==> src/rtl/alu_cmd_sequencer.sv <==
// alu_cmd_sequencer
//   Command-side driver for custom_alu. Buffers tagged commands in a small FIFO, issues each
//   one to the combinational ALU for exactly one cycle, registers the result and returns it
//   with its tag over a valid/ready response channel. Supports result chaining through an
//   accumulator and flags opcodes the ALU does not implement.
// Ports:
//   CLK, RST_N                     clock, asynchronous active-low reset
//   CMD_VALID/READY, CMD_OP/A/B,   command channel; CHAIN selects accumulator as operand A
//   CMD_CHAIN, CMD_TAG
//   ALU_OP/A/B (out), ALU_Z (in)   registered operands to / combinational result from ALU
//   RSP_VALID/READY, RSP_Z/TAG/ERR response channel; ERR marks an illegal opcode
module alu_cmd_sequencer #(
  parameter int unsigned DEPTH = 4
) (
  input  logic       CLK,
  input  logic       RST_N,
  input  logic       CMD_VALID,
  output logic       CMD_READY,
  input  logic [3:0] CMD_OP,
  input  logic [7:0] CMD_A,
  input  logic [7:0] CMD_B,
  input  logic       CMD_CHAIN,
  input  logic [3:0] CMD_TAG,
  output logic [3:0] ALU_OP,
  output logic [7:0] ALU_A,
  output logic [7:0] ALU_B,
  input  logic [7:0] ALU_Z,
  output logic       RSP_VALID,
  input  logic       RSP_READY,
  output logic [7:0] RSP_Z,
  output logic [3:0] RSP_TAG,
  output logic       RSP_ERR
);

  localparam int unsigned PtrW = (DEPTH > 1) ? $clog2(DEPTH) : 1;
  localparam int unsigned CntW = PtrW + 1;
  localparam logic [CntW-1:0] FullCount = CntW'(DEPTH);
  localparam logic [3:0] LastLegalOp = 4'd9;

  typedef struct packed {
    logic [3:0] op;
    logic [7:0] a;
    logic [7:0] b;
    logic       chain;
    logic [3:0] tag;
  } cmd_t;

  typedef enum logic [1:0] {StIdle, StIssue, StResp} state_e;

  cmd_t            mem_q [DEPTH];
  logic [PtrW-1:0] wr_ptr_q, rd_ptr_q;
  logic [CntW-1:0] count_q;
  logic            ready_en_q;  // keeps CMD_READY low until the first edge after reset

  state_e          state_q;
  logic [7:0]      acc_q;
  logic [3:0]      issue_tag_q;
  logic            issue_err_q;
  logic [3:0]      alu_op_q;
  logic [7:0]      alu_a_q, alu_b_q;
  logic            rsp_valid_q, rsp_err_q;
  logic [7:0]      rsp_z_q;
  logic [3:0]      rsp_tag_q;

  cmd_t            head, push_cmd;
  logic            push, pop, fifo_empty;

  always_comb begin
    fifo_empty = (count_q == '0);
    CMD_READY  = ready_en_q && (count_q != FullCount);
    push       = CMD_VALID && CMD_READY;
    head       = mem_q[rd_ptr_q];
    push_cmd   = '{op: CMD_OP, a: CMD_A, b: CMD_B, chain: CMD_CHAIN, tag: CMD_TAG};
    // Pops only happen when the FSM is ready to start an ISSUE cycle.
    pop = 1'b0;
    case (state_q)
      StIdle:  pop = !fifo_empty;
      StResp:  pop = RSP_READY && !fifo_empty;
      default: pop = 1'b0;
    endcase
  end

  // Storage needs no reset: the pointers and count define what is valid.
  always_ff @(posedge CLK) begin
    if (push) begin
      mem_q[wr_ptr_q] <= push_cmd;
    end
  end

  always_ff @(posedge CLK or negedge RST_N) begin
    if (!RST_N) begin
      wr_ptr_q   <= '0;
      rd_ptr_q   <= '0;
      count_q    <= '0;
      ready_en_q <= 1'b0;
    end else begin
      ready_en_q <= 1'b1;
      if (push) wr_ptr_q <= wr_ptr_q + 1'b1;
      if (pop)  rd_ptr_q <= rd_ptr_q + 1'b1;
      count_q <= count_q + CntW'(push) - CntW'(pop);
    end
  end

  always_ff @(posedge CLK or negedge RST_N) begin
    if (!RST_N) begin
      state_q     <= StIdle;
      acc_q       <= '0;
      issue_tag_q <= '0;
      issue_err_q <= 1'b0;
      alu_op_q    <= '0;
      alu_a_q     <= '0;
      alu_b_q     <= '0;
      rsp_valid_q <= 1'b0;
      rsp_z_q     <= '0;
      rsp_tag_q   <= '0;
      rsp_err_q   <= 1'b0;
    end else begin
      // Load the issue registers; ALU_* then hold until the next pop.
      if (pop) begin
        alu_op_q    <= head.op;
        alu_a_q     <= head.chain ? acc_q : head.a;
        alu_b_q     <= head.b;
        issue_tag_q <= head.tag;
        issue_err_q <= (head.op > LastLegalOp);
      end
      case (state_q)
        StIdle: begin
          if (pop) state_q <= StIssue;
        end
        StIssue: begin
          rsp_valid_q <= 1'b1;
          rsp_tag_q   <= issue_tag_q;
          rsp_err_q   <= issue_err_q;
          rsp_z_q     <= issue_err_q ? 8'h00 : ALU_Z;
          // Updated before any following ISSUE, so back-to-back chains see this result.
          if (!issue_err_q) acc_q <= ALU_Z;
          state_q <= StResp;
        end
        StResp: begin
          if (RSP_READY) begin
            rsp_valid_q <= 1'b0;
            state_q     <= pop ? StIssue : StIdle;
          end
        end
        default: state_q <= StIdle;
      endcase
    end
  end

  assign ALU_OP    = alu_op_q;
  assign ALU_A     = alu_a_q;
  assign ALU_B     = alu_b_q;
  assign RSP_VALID = rsp_valid_q;
  assign RSP_Z     = rsp_z_q;
  assign RSP_TAG   = rsp_tag_q;
  assign RSP_ERR   = rsp_err_q;

endmodule

==> config.mk <==
export PLATFORM = sky130hd
export DESIGN_NAME = alu_cmd_sequencer
export DESIGN_NICKNAME = d
export VERILOG_FILES = /design/src/rtl/alu_cmd_sequencer.sv
export SDC_FILE = /design/constraint.sdc
export NUM_CORES = 1
export LEC_CHECK = 0
export BUFFER_PORTS_ARGS = -buffer_cell sky130_fd_sc_hd__buf_2
export CAP_MARGIN = 20
export CELL_PAD_IN_SITES_DETAIL_PLACEMENT = 0
export CELL_PAD_IN_SITES_GLOBAL_PLACEMENT = 1
export CORE_MARGIN = 2
export CORE_UTILIZATION = 54
export DETAILED_ROUTE_END_ITERATION = 12
export GPL_TIMING_DRIVEN = 0
export MAX_ROUTING_LAYER = met4
export PLACE_DENSITY_LB_ADDON = 0.3
export SKIP_CTS_REPAIR_TIMING = 1
export SLEW_MARGIN = 15
export SYNTH_ARGS = -nofsm -noshare
export SYNTH_HDL_FRONTEND = slang
export SYNTH_SLANG_ARGS = --single-unit
==> constraint.sdc <==
create_clock -name CLK -period 3.44 [get_ports CLK]
set_input_delay 0.688 -clock CLK [delete_from_list [all_inputs] [get_ports CLK]]
set_output_delay 0.688 -clock CLK [all_outputs]
set_load 0.01 [all_outputs]
Word level (Yosys, flattened, before mapping)
Memories as Yosys holds them, arrays and structs flattened.
Index checks and enable logic that the tools add are counted.
W data, S select, Z words.
{ "totals": {"reg_bits": 57, "ram_bits": 100, "elab_cells": 48, "n_memories": 1, "output_inout_bits": 35} }
{ "op_classes": {"magnitude_cmp": 1, "mux": 11, "n_bitwise": 1, "addsub": 4, "reduce_logical": 10, "n_eq_ne": 5} }
{ "mem_list": {"columns": ["name", "words", "width", "read_ports", "rd_ports_with_merged_regs", "write_ports", "line_no", "source"], "rows": [
  ["mem_q", 4, 25, 1, 0, 1, "50", "cmd_t mem_q [DEPTH];"]
]} }
{ "ops": {"columns": ["op", "n"], "rows": [
  ["$mux W8", 2],
  ["$pmux W2 S3", 1],
  ["$reduce_and A2 Y1", 3],
  ["$add A2 B1 Y2 const B", 2],
  ["$gt A4 B4 Y1 const B", 1],
  ["$mux W1", 4],
  ["$mux W2", 2],
  ["$ne A2 B2 Y1 const B", 2],
  ["$pmux W1 S2", 2],
  ["$add A3 B1 Y3", 1],
  ["$logic_and A1 B1 Y1", 3],
  ["$logic_not A3 Y1", 1],
  ["$ne A3 B3 Y1 const B", 1],
  ["$sub A3 B1 Y3", 1],
  ["$eq A2 B1 Y1 const B", 1],
  ["$eq A2 B2 Y1 const B", 1],
  ["$logic_not A2 Y1", 1],
  ["$reduce_bool A2 Y1", 1],
  ["$logic_not A1 Y1", 1],
  ["$not A1 Y1", 1]
]} }

Longest topological paths before layout
Gate-level depths: netlist (run 1).
{ "depth": {"word_depth": 7, "mapped_depth": 10, "ltp_nobuf": 8} }

Least setup slack after synthesis (run 1)
OpenSTA, ideal clock, no wires.
{ "synth_path": {"path_kind": "in2reg", "from": "in RSP_READY", "to": "reg count_q[2]", "arrival_ns": 2.370, "setup_ns": 0.126, "required_ns": 3.314, "slack_ns": 0.943, "n_path_buf": 2, "stages": 10, "cell_sequence": "nor2b_1 -> nor3_1 -> buf_2 -> buf_2 -> xor2_1 -> ha_1 -> inv_1 -> fa_1 -> xnor2_1 -> xnor2_1"} }
{ "synth_between": {"elab_chain_len": 3} }
{ "synth_lines": {"columns": ["element", "line_no", "source"], "rows": [
  ["start: declaration", "29", "input logic RSP_READY,"],
  ["$logic_and A1 B1 Y1", "78", "StResp: pop = RSP_READY && !fifo_empty;"],
  ["$pmux W1 S2", "76", "case (state_q)"],
  ["$sub A3 B1 Y3", "100", "count_q <= count_q + CntW'(push) - CntW'(pop);"],
  ["end signal: assignment", "100", null],
  ["end: declaration", "52", "logic [CntW-1:0] count_q;"]
]} }
Every way passes these cells.
A chain may end at the register's enable or synchronous reset.

Worst setup path in the final report (run 1)
{ "layout_path": {"from": "reg count_q[1]", "to": "reg count_q[2]"} }
{ "layout_between": {"elab_chain_len": 5, "word_cells_on_any_way": 9} }
{ "layout_lines": {"columns": ["element", "line_no"], "rows": [
  ["$ne A3 B3 Y1 or $logic_not A3 Y1 (tied branches)", "70, 69"],
  ["$logic_and A1 B1 Y1 or $logic_not A1 Y1 (tied branches)", "70, 77, 78"],
  ["$logic_and A1 B1 Y1 (on tied branches)", "71, 78"],
  ["$add A3 B1 Y3 or $pmux W1 S2 (tied branches)", "100, 76"],
  ["$sub A3 B1 Y3 (*)", "100"]
]} }
Mark *: on every way between the ends. The rest lies on a longest branch, timed or not.

==> results of run 1 <==
-- flip-flops by register name (all words and copies together) (netlist names) --
signal and cells:
issue_err_q 1, wr_ptr_q 2, ALU_A 8, count_q 3, rd_ptr_q 2, RSP_TAG 4
RSP_VALID 1, ALU_OP 4, state_q 2, issue_tag_q 4, RSP_Z 8, RSP_ERR 1
mem_q 100, ready_en_q 1, acc_q 8, ALU_B 8
-- Yosys cell counts --
master	n
nand2b_1	1
a22o_1	8
nor3_1	2
o21ai_0	2
a21oi_1	3
inv_1	9
mux4_1	8
nand2_1	1
nor2_1	1
conb_1	1
o311a_1	1
mux2_2	29
xor2_1	3
buf_6	2
clkbuf_1	3
ha_1	5
fa_1	1
mux4_2	17
edfxtp_1	100
mux2_4	16
o31a_1	1
mux2i_1	1
nor4b_1	1
buf_2	6
buf_4	2
nor2b_1	2
dfrtp_1	57
xnor2_1	3
and2_1	4
-- worst max-delay path: cells and delay by family (launching register included) --
| family | cells | cell delay [ns] |
|---|---|---|
| adder cells (fa/ha/maj) | 2 | 0.53 |
| buffers and inverters | 3 | 0.81 |
| XOR/XNOR | 3 | 0.45 |
| AND/OR/NAND/NOR | 2 | 0.37 |
| flip-flops | 1 | 0.45 |
-- logic make-up (layout without fill, tap and decap cells) --
family	after synthesis	after routing
multiplexers	71	71
AND/OR/NAND/NOR	12	12
adder cells (fa/ha/maj)	6	6
XOR/XNOR	6	6
other	1	3
AO/OA/AOI/OAI	15	15
buffers and inverters	22	125
flip-flops	157	157
-- report_power, final --
part | internal, mW | switching [mW]
Sequential | 2.50 | 0.224
Combinational | 1.15 | 0.957
Clock | 0.970 | 0.648
Total | 4.62 | 1.83
-- per-layer routing --
metal  vias up  GRT usage (%)  routed length [um]
met1      1468           25.7                4700
met3        11           4.62                 467
met4         0           7.05                 125
li1       1317              -                   -
met2        74           29.9                5010
met5         -              -                   0
-- path summary, 6_finish.rpt --
path                                   startpoint                endpoint  slack (ns)  cells past startpoint
min in group CLK                         CMD_B[7]  mem_q[1][12]$_DFFE_PP_        0.39                      1
max                          count_q[1]$_DFF_PN0_    count_q[2]$_DFF_PN0_        0.73                     10
max in group asynchronous                   RST_N    ALU_B[4]$_DFFE_PN0P_        2.69                      1
max reg2reg                  count_q[1]$_DFF_PN0_    count_q[2]$_DFF_PN0_        0.73                     10
min                                         RST_N    ALU_A[3]$_DFFE_PN0P_        0.26                      1
min reg2reg                state_q[1]$_DFFE_PN0P_   RSP_VALID$_DFFE_PN0P_        0.48                      1
-- cell type report --
cell class	count	area, um2
sequential	157	4430
fill	750	3800
multi-input combinational	111	1500
clock buffer	31	508
timing repair buffer	71	358
tap	140	175
buffer	13	78.8
inverter	9	33.8
clock inverter	1	5.00
antenna	2	5.00
-- placed cells by master, fill, tap and decap left out, drive strengths merged --
cell / instances
a21oi: 3
a22o: 8
and2: 4
buf: 81
clkbuf: 34
clkinv: 1
conb: 1
dfrtp: 57
diode: 2
edfxtp: 100
fa: 1
ha: 5
inv: 9
mux2: 45
mux2i: 1
mux4: 25
nand2: 1
nand2b: 1
nor2: 1
nor2b: 2
nor3: 2
nor4b: 1
o21ai: 2
o311a: 1
o31a: 1
xnor2: 3
xor2: 3
-- metrics by stage --
stage / hold slack, ns / power [mW]
after global placement: 0.458 / 4.83
after CTS: 0.262 / 6.54
after floorplan: 0.392 / 4.28
after global routing: 0.305 / 6.82
final: 0.255 / 6.45
after detailed placement: 0.470 / 4.91
==> results summary, run 1 <==
Synthesis produced 290 cells. The final setup slack of the worst path came out at ~0.73 ns. The area of the die is between 10000 and 15000 um2. The H-tree depth came out at 4.

TritonCTS created 17 clock buffers. The via count of the first global-routing pass came to 3015. Detailed placement ended at an HPWL of roughly 6300 um. The proportion of synthesized area in mux cells came out at around 19%. The data required time at the worst endpoint came out at 3.83 ns. The pin count of the biggest net entering global routing is 58.

The effective utilization at floorplan is between 50% and 60%. After synthesis, the cell types taking the most area are edfxtp_1 50%, dfrtp_1 24%, mux4_2 6.3%, mux2_2 5.4%, mux2_4 4.0%. In this run the core area contains 38 standard-cell rows. For this run, the number of Yosys warnings is 0.

At the end of routability-driven placement, the weighted congestion stood at about 0.72. The most area-hungry cell type in the Yosys netlist is edfxtp_1. The number of failing setup endpoints in the final timing report came out at 0. The simple-gate area share of the yosys netlist came out at 1.16%. Of the total synthesized cell area, the portion taken by full adders, half adders and majority gates is 1.37%. The synthesized netlist devotes 1.89% of its cell area to compound gates. In the final layout, the share of cells above drive strength 1 is 42.7%. The detailed-route via count came out at 2870.

The capturing element type of the critical path is a register. The smallest clock period supported by the final layout is computed as 2.71 ns. The worst slack after detailed placement is 0.447 ns.

STA classifies the critical path startpoint as a register. The worst path uses 78.9% of the clock period. The average via count per standard cell came out at 5.36. The latest clock arrival within the worst-skew pair is 0.51 ns.

For this design the top-level I/O count stands at 72. The iteration-0 DRC count of the detailed router came out at between 150 and 200. The xor and xnor area share after synthesis came out at 0.871%. The largest stage delay on the critical path is 0.45 ns. The net count of the finished layout is 423.

The global-route usage over all layers is between 10% and 20%. The first-pass GRT wire length came out at 16100 um. The number of different library cells used by synthesis comes to 29. In this run the clock root is driven by a clkbuf_8.

The highest net fanout along the worst path came out at 10. The count of nets left with antenna violations once routing finished came out at 0. The class of the tightest hold or removal check is input port to asynchronous set/reset pin.

The signal on the critical path passes through nor3_1 > nor3_1 > buf_2 > buf_2 > xor2_1 > ha_1 > inv_1 > fa_1 > xnor2_1 > xnor2_1. At the worst endpoint, the arrival time is 3.10 ns. The slew of the pin with the lowest slew margin is 0.756 ns. The number of hold violations in the final report came out at 0.

CTS saw 157 sinks. The setup clock skew after layout is 0.00923 ns. The slowest stage of the critical path is the dfrtp_1 cell. The clock passes through at most 2 buffers.

For this run, the top clock speed supported by timing is 0.369 GHz. The net count after synthesis came out at 333. The number of I/O port buffers is 71. The initial antenna violation count is 1.

The aggregate negative setup slack came out at 0 ns. The post-route standard cell area excluding fillers came out at 7090 um2. The critical path is of the register to register type. The highest ir drop seen on vdd came out at 440 uV. Dividing total power by cell area gives a power density of around 910 nW/um2. The mean cell area of the mapped netlist came out at between 20 and 25 um2. For this block, the routed nets add up to 10300 um of wire.

The static power due to leakage is 2.79 nW. The final non-filler cell total came out at 535. The clock slew seen by the registers of the worst setup and hold paths came out at 0.06 ns. The clock tree from TritonCTS is built. Summed over all layers, the global routing overflow is 0. The area of placed instances came out at 6570 um2. The die width is 110 um. The mean routed wirelength per cell is 19.3 um.

The cell count after placement is 501. The max-cap check violation count came out at 0. From synthesis to final layout, the design area changed by 17.5%. The floorplan die height is 110 um.

The sequential area share after synthesis is between 70% and 80%. The tightest slew margin relative to the limit is 49.6%. The run finished with clean final reports. After synthesis, the largest family of logic cells by area is multiplexers. The portion of synthesized cell area occupied by the leading cell type is 49.8%.

The residual DRC count is 0. The share of the core filled with cells is between 60% and 70%. The length of the first detailed-routing pass in iterations came out at 4. The post-synthesis instance area is 6030 um2. The core area is 10900 um2.

The final-report max-slew violation count is 0. The synthesized design contains 157 register bits. Setup repair after global routing left no endpoint under its margin.
No activity file was read; power rests on OpenSTA's default activity.
==> inputs of run 2 (changes only) <==
Settings changed: CORE_UTILIZATION 54 to 50.
Clock period 3.44 ns to 2.75 ns, I/O delays scaled along.
==> run 2 against run 1 <==
Effect of this change: clock power increased by 67%; core utilization decreased by 4.0 points; design area increased by 2.7%; sequential share of layout area decreased by 1.7 points; critical path type unchanged; flip-flop and latch count unchanged; worst setup slack got worse by 0.55 ns; critical endpoint unchanged.
==> results summary, run 2 (synthesis results as in run 1) <==
The run finished with clean final reports. The floorplan die height came out at 114 um. The switching fraction of total power came out at 26.8%.

The tightest slew margin relative to the limit is 50.1%. After routing the design area is 7280 um2. The worst setup path is captured at a register. The initial antenna violation count is 0. The class of the tightest hold or removal check is input port to asynchronous set/reset pin. Along the worst path, the maximum fanout reaches 10.

The mean routed wirelength per cell is 19.0 um. The setup clock skew after layout is 0.00527 ns. The total overflow left after global routing is 0. The final-report max-slew violation count came to 0. STA puts the critical path data required time at between 3 and 4 ns. The power density relative to cell area is approximately 1200 nW/um2. The core area is between 10000 and 15000 um2.

The residual DRC count came out at 0. For the pin with the worst max-slew slack, the measured transition is 0.749 ns. The highest ir drop seen on vdd is 506 uV. The iteration-0 DRC count of the detailed router is 159.

In the layout the commonest cells are 100 x edfxtp_1, 75 x buf_2, 57 x dfrtp_1, 29 x mux2_2, 18 x clkbuf_16. The max-cap check violation count is 0. The fraction of final layout cells sized beyond drive strength 1 is roughly 46%. The number of clock buffers inserted by TritonCTS is 17. The effective utilization at floorplan came out at 50.7%. For this run, the slowest stage of the critical path takes 0.46 ns. Counting I/O delays and the setup requirement, the final critical path takes about 2.6 ns. TritonCTS built the clock tree. The standard-cell row count came out at 40. At the end of routability-driven placement, the weighted congestion stood at ~0.66. The global-route usage over all layers is 18.3%.

The register with the most flip-flops in the final layout is mem_q. The number of clock sinks came out at 157. The routed wire length came out at 10300 um.

The number of I/O port buffers is 71. STA classifies the critical path startpoint as a register. Setup repair after global routing left no endpoint under its margin.

After layout, the worst path uses between 90% and 100% of the clock period. The half-perimeter wire length after detailed placement is 6310 um. Entering global routing, the biggest net connects 58 pins. The sequential fraction of design power is 38.9%.

Traced cell by cell, the critical path runs through nor3_1 > nor3_1 > clkbuf_4 > buf_2 > xor2_1 > ha_1 > inv_1 > fa_1 > xnor2_1 > xnor2_1. From synthesis to final layout, the design area changed by 20.7%. The arrival time reported for the critical path endpoint is 2.87 ns.

The H-tree was split into 4 levels. The length of the first detailed-routing pass in iterations came out at 4. The cell type of the slowest stage on the worst timing path is dfrtp_1. Broken down by cell family, the worst path's largest delay share belongs to buffers and inverters. The first-pass GRT wire length came out at 16400 um. The repair_antennas step left the layout with diodes totalling 0. The post-route antenna net violation count is 0. The final net count is 423.

After detailed routing, the number of vias per cell comes to 5.39. Clock-pin slew was measured on the worst setup and hold paths at 0.06 ns. The clock passes through at most 2 buffers. The internal cell power came out at ~6.4 mW. The number of failing setup endpoints in the final timing report is 0. Based on the critical path, the design can be clocked at up to 0.389 GHz. The static power due to leakage is 2.89 nW. The floorplan step defined a die boundary enclosing 13000 um2. The library cell used most frequently in the layout, excluding fill and tap cells, is edfxtp_1. The number of hold violations in the final report came to 0. The number of ports placed on the die boundary is 72. The latest clock arrival within the worst-skew pair is 0.42 ns.

The die is roughly 110 um wide. The flip-flop count of the largest register, all copies and words added came out at 100. The detailed-route via count is just under 3k. The critical path is of the register to register type. CTS placed an instance of clkbuf_16 at the clock tree root.

Counting both buffers and inverters, the worst setup path holds a total of 3. The worst hold margin came out at 0.205 ns. Summed over all nets, the switching power comes to 2.34 mW.

After detailed placement, the total cell area comes to 6580 um2. The via count of the first global-routing pass came out at 3050. The clock network fraction of design power came out at just over 30%. The proportion of power drawn by combinational gates is 30.1%.
run 2: changes by cell type in the layout (fill, tap and decap cells not counted), sizes merged:
| cell | change |
|---|---|
| diode | -2 |
| clkinvlp | +1 |
| clkbuf | -9 |
| clkinv | +3 |
| buf | -1 |
| bufinv | +6 |
run 2: final cells by class:
class / instances / area [um2]
Inverter: 9 / 33.8
Sequential cell: 157 / 4430
Fill cell: 882 / 4630
Multi-Input combinational cell: 111 / 1500
Clock inverter: 11 / 208
Clock buffer: 21 / 492
Tap cell: 147 / 184
Timing Repair Buffer: 71 / 358
Buffer: 13 / 81.3
run 2: worst paths after layout:
| check | cells past startpoint | endpoint | startpoint | slack [ns] |
|---|---|---|---|---|
| worst min-delay path | 1 | RSP_Z[4]$_DFFE_PN0P_ | RST_N | 0.20 |
| max in group asynchronous | 1 | ALU_B[2]$_DFFE_PN0P_ | RST_N | 2.05 |
| min in group CLK | 1 | mem_q[1][4]$_DFFE_PP_ | CMD_CHAIN | 0.34 |
| worst min register to register | 1 | RSP_VALID$_DFFE_PN0P_ | state_q[1]$_DFFE_PN0P_ | 0.49 |
| worst max-delay path | 10 | count_q[2]$_DFF_PN0_ | count_q[1]$_DFF_PN0_ | 0.18 |
| worst max register to register | 10 | count_q[2]$_DFF_PN0_ | count_q[1]$_DFF_PN0_ | 0.18 |
run 2: layer usage:
metal / part of all wire [%] / GRT usage (%) / up-vias
li1: - / - / 1318
met1: 43 / 23.0 / 1503
met2: 50 / 28.4 / 78
met3: 4.7 / 5.21 / 11
met4: 1.6 / 7.32 / 0
met5: 0 / - / -
run 2: metrics by stage:
| stage | utilization, % | power (mW) | TNS (ns) | setup WS, ns | cells |
|---|---|---|---|---|---|
| after floorplan | - | 5.36 | 0 | 0.391 | 290 |
| after global placement | 55.2 | 6.04 | -0.00437 | -0.00437 | 508 |
| after detailed placement | 55.3 | 6.13 | -0.0361 | -0.0361 | 508 |
| after CTS | 61.1 | 8.85 | 0 | 0.0700 | 540 |
| after global routing | 61.1 | 9.22 | 0 | 0.00331 | 540 |
| final | 61.1 | 8.74 | 0 | 0.180 | 540 |
run 2: power by group through the flow:
stage	Sequential (mW)	Combinational, mW	Clock, mW
finish	3.40	2.63	2.71
floorplan	3.51	1.85	0
global route	3.47	2.88	2.86
global placement	3.43	2.62	0
detailed placement	3.45	2.67	0
CTS	3.41	2.69	2.75
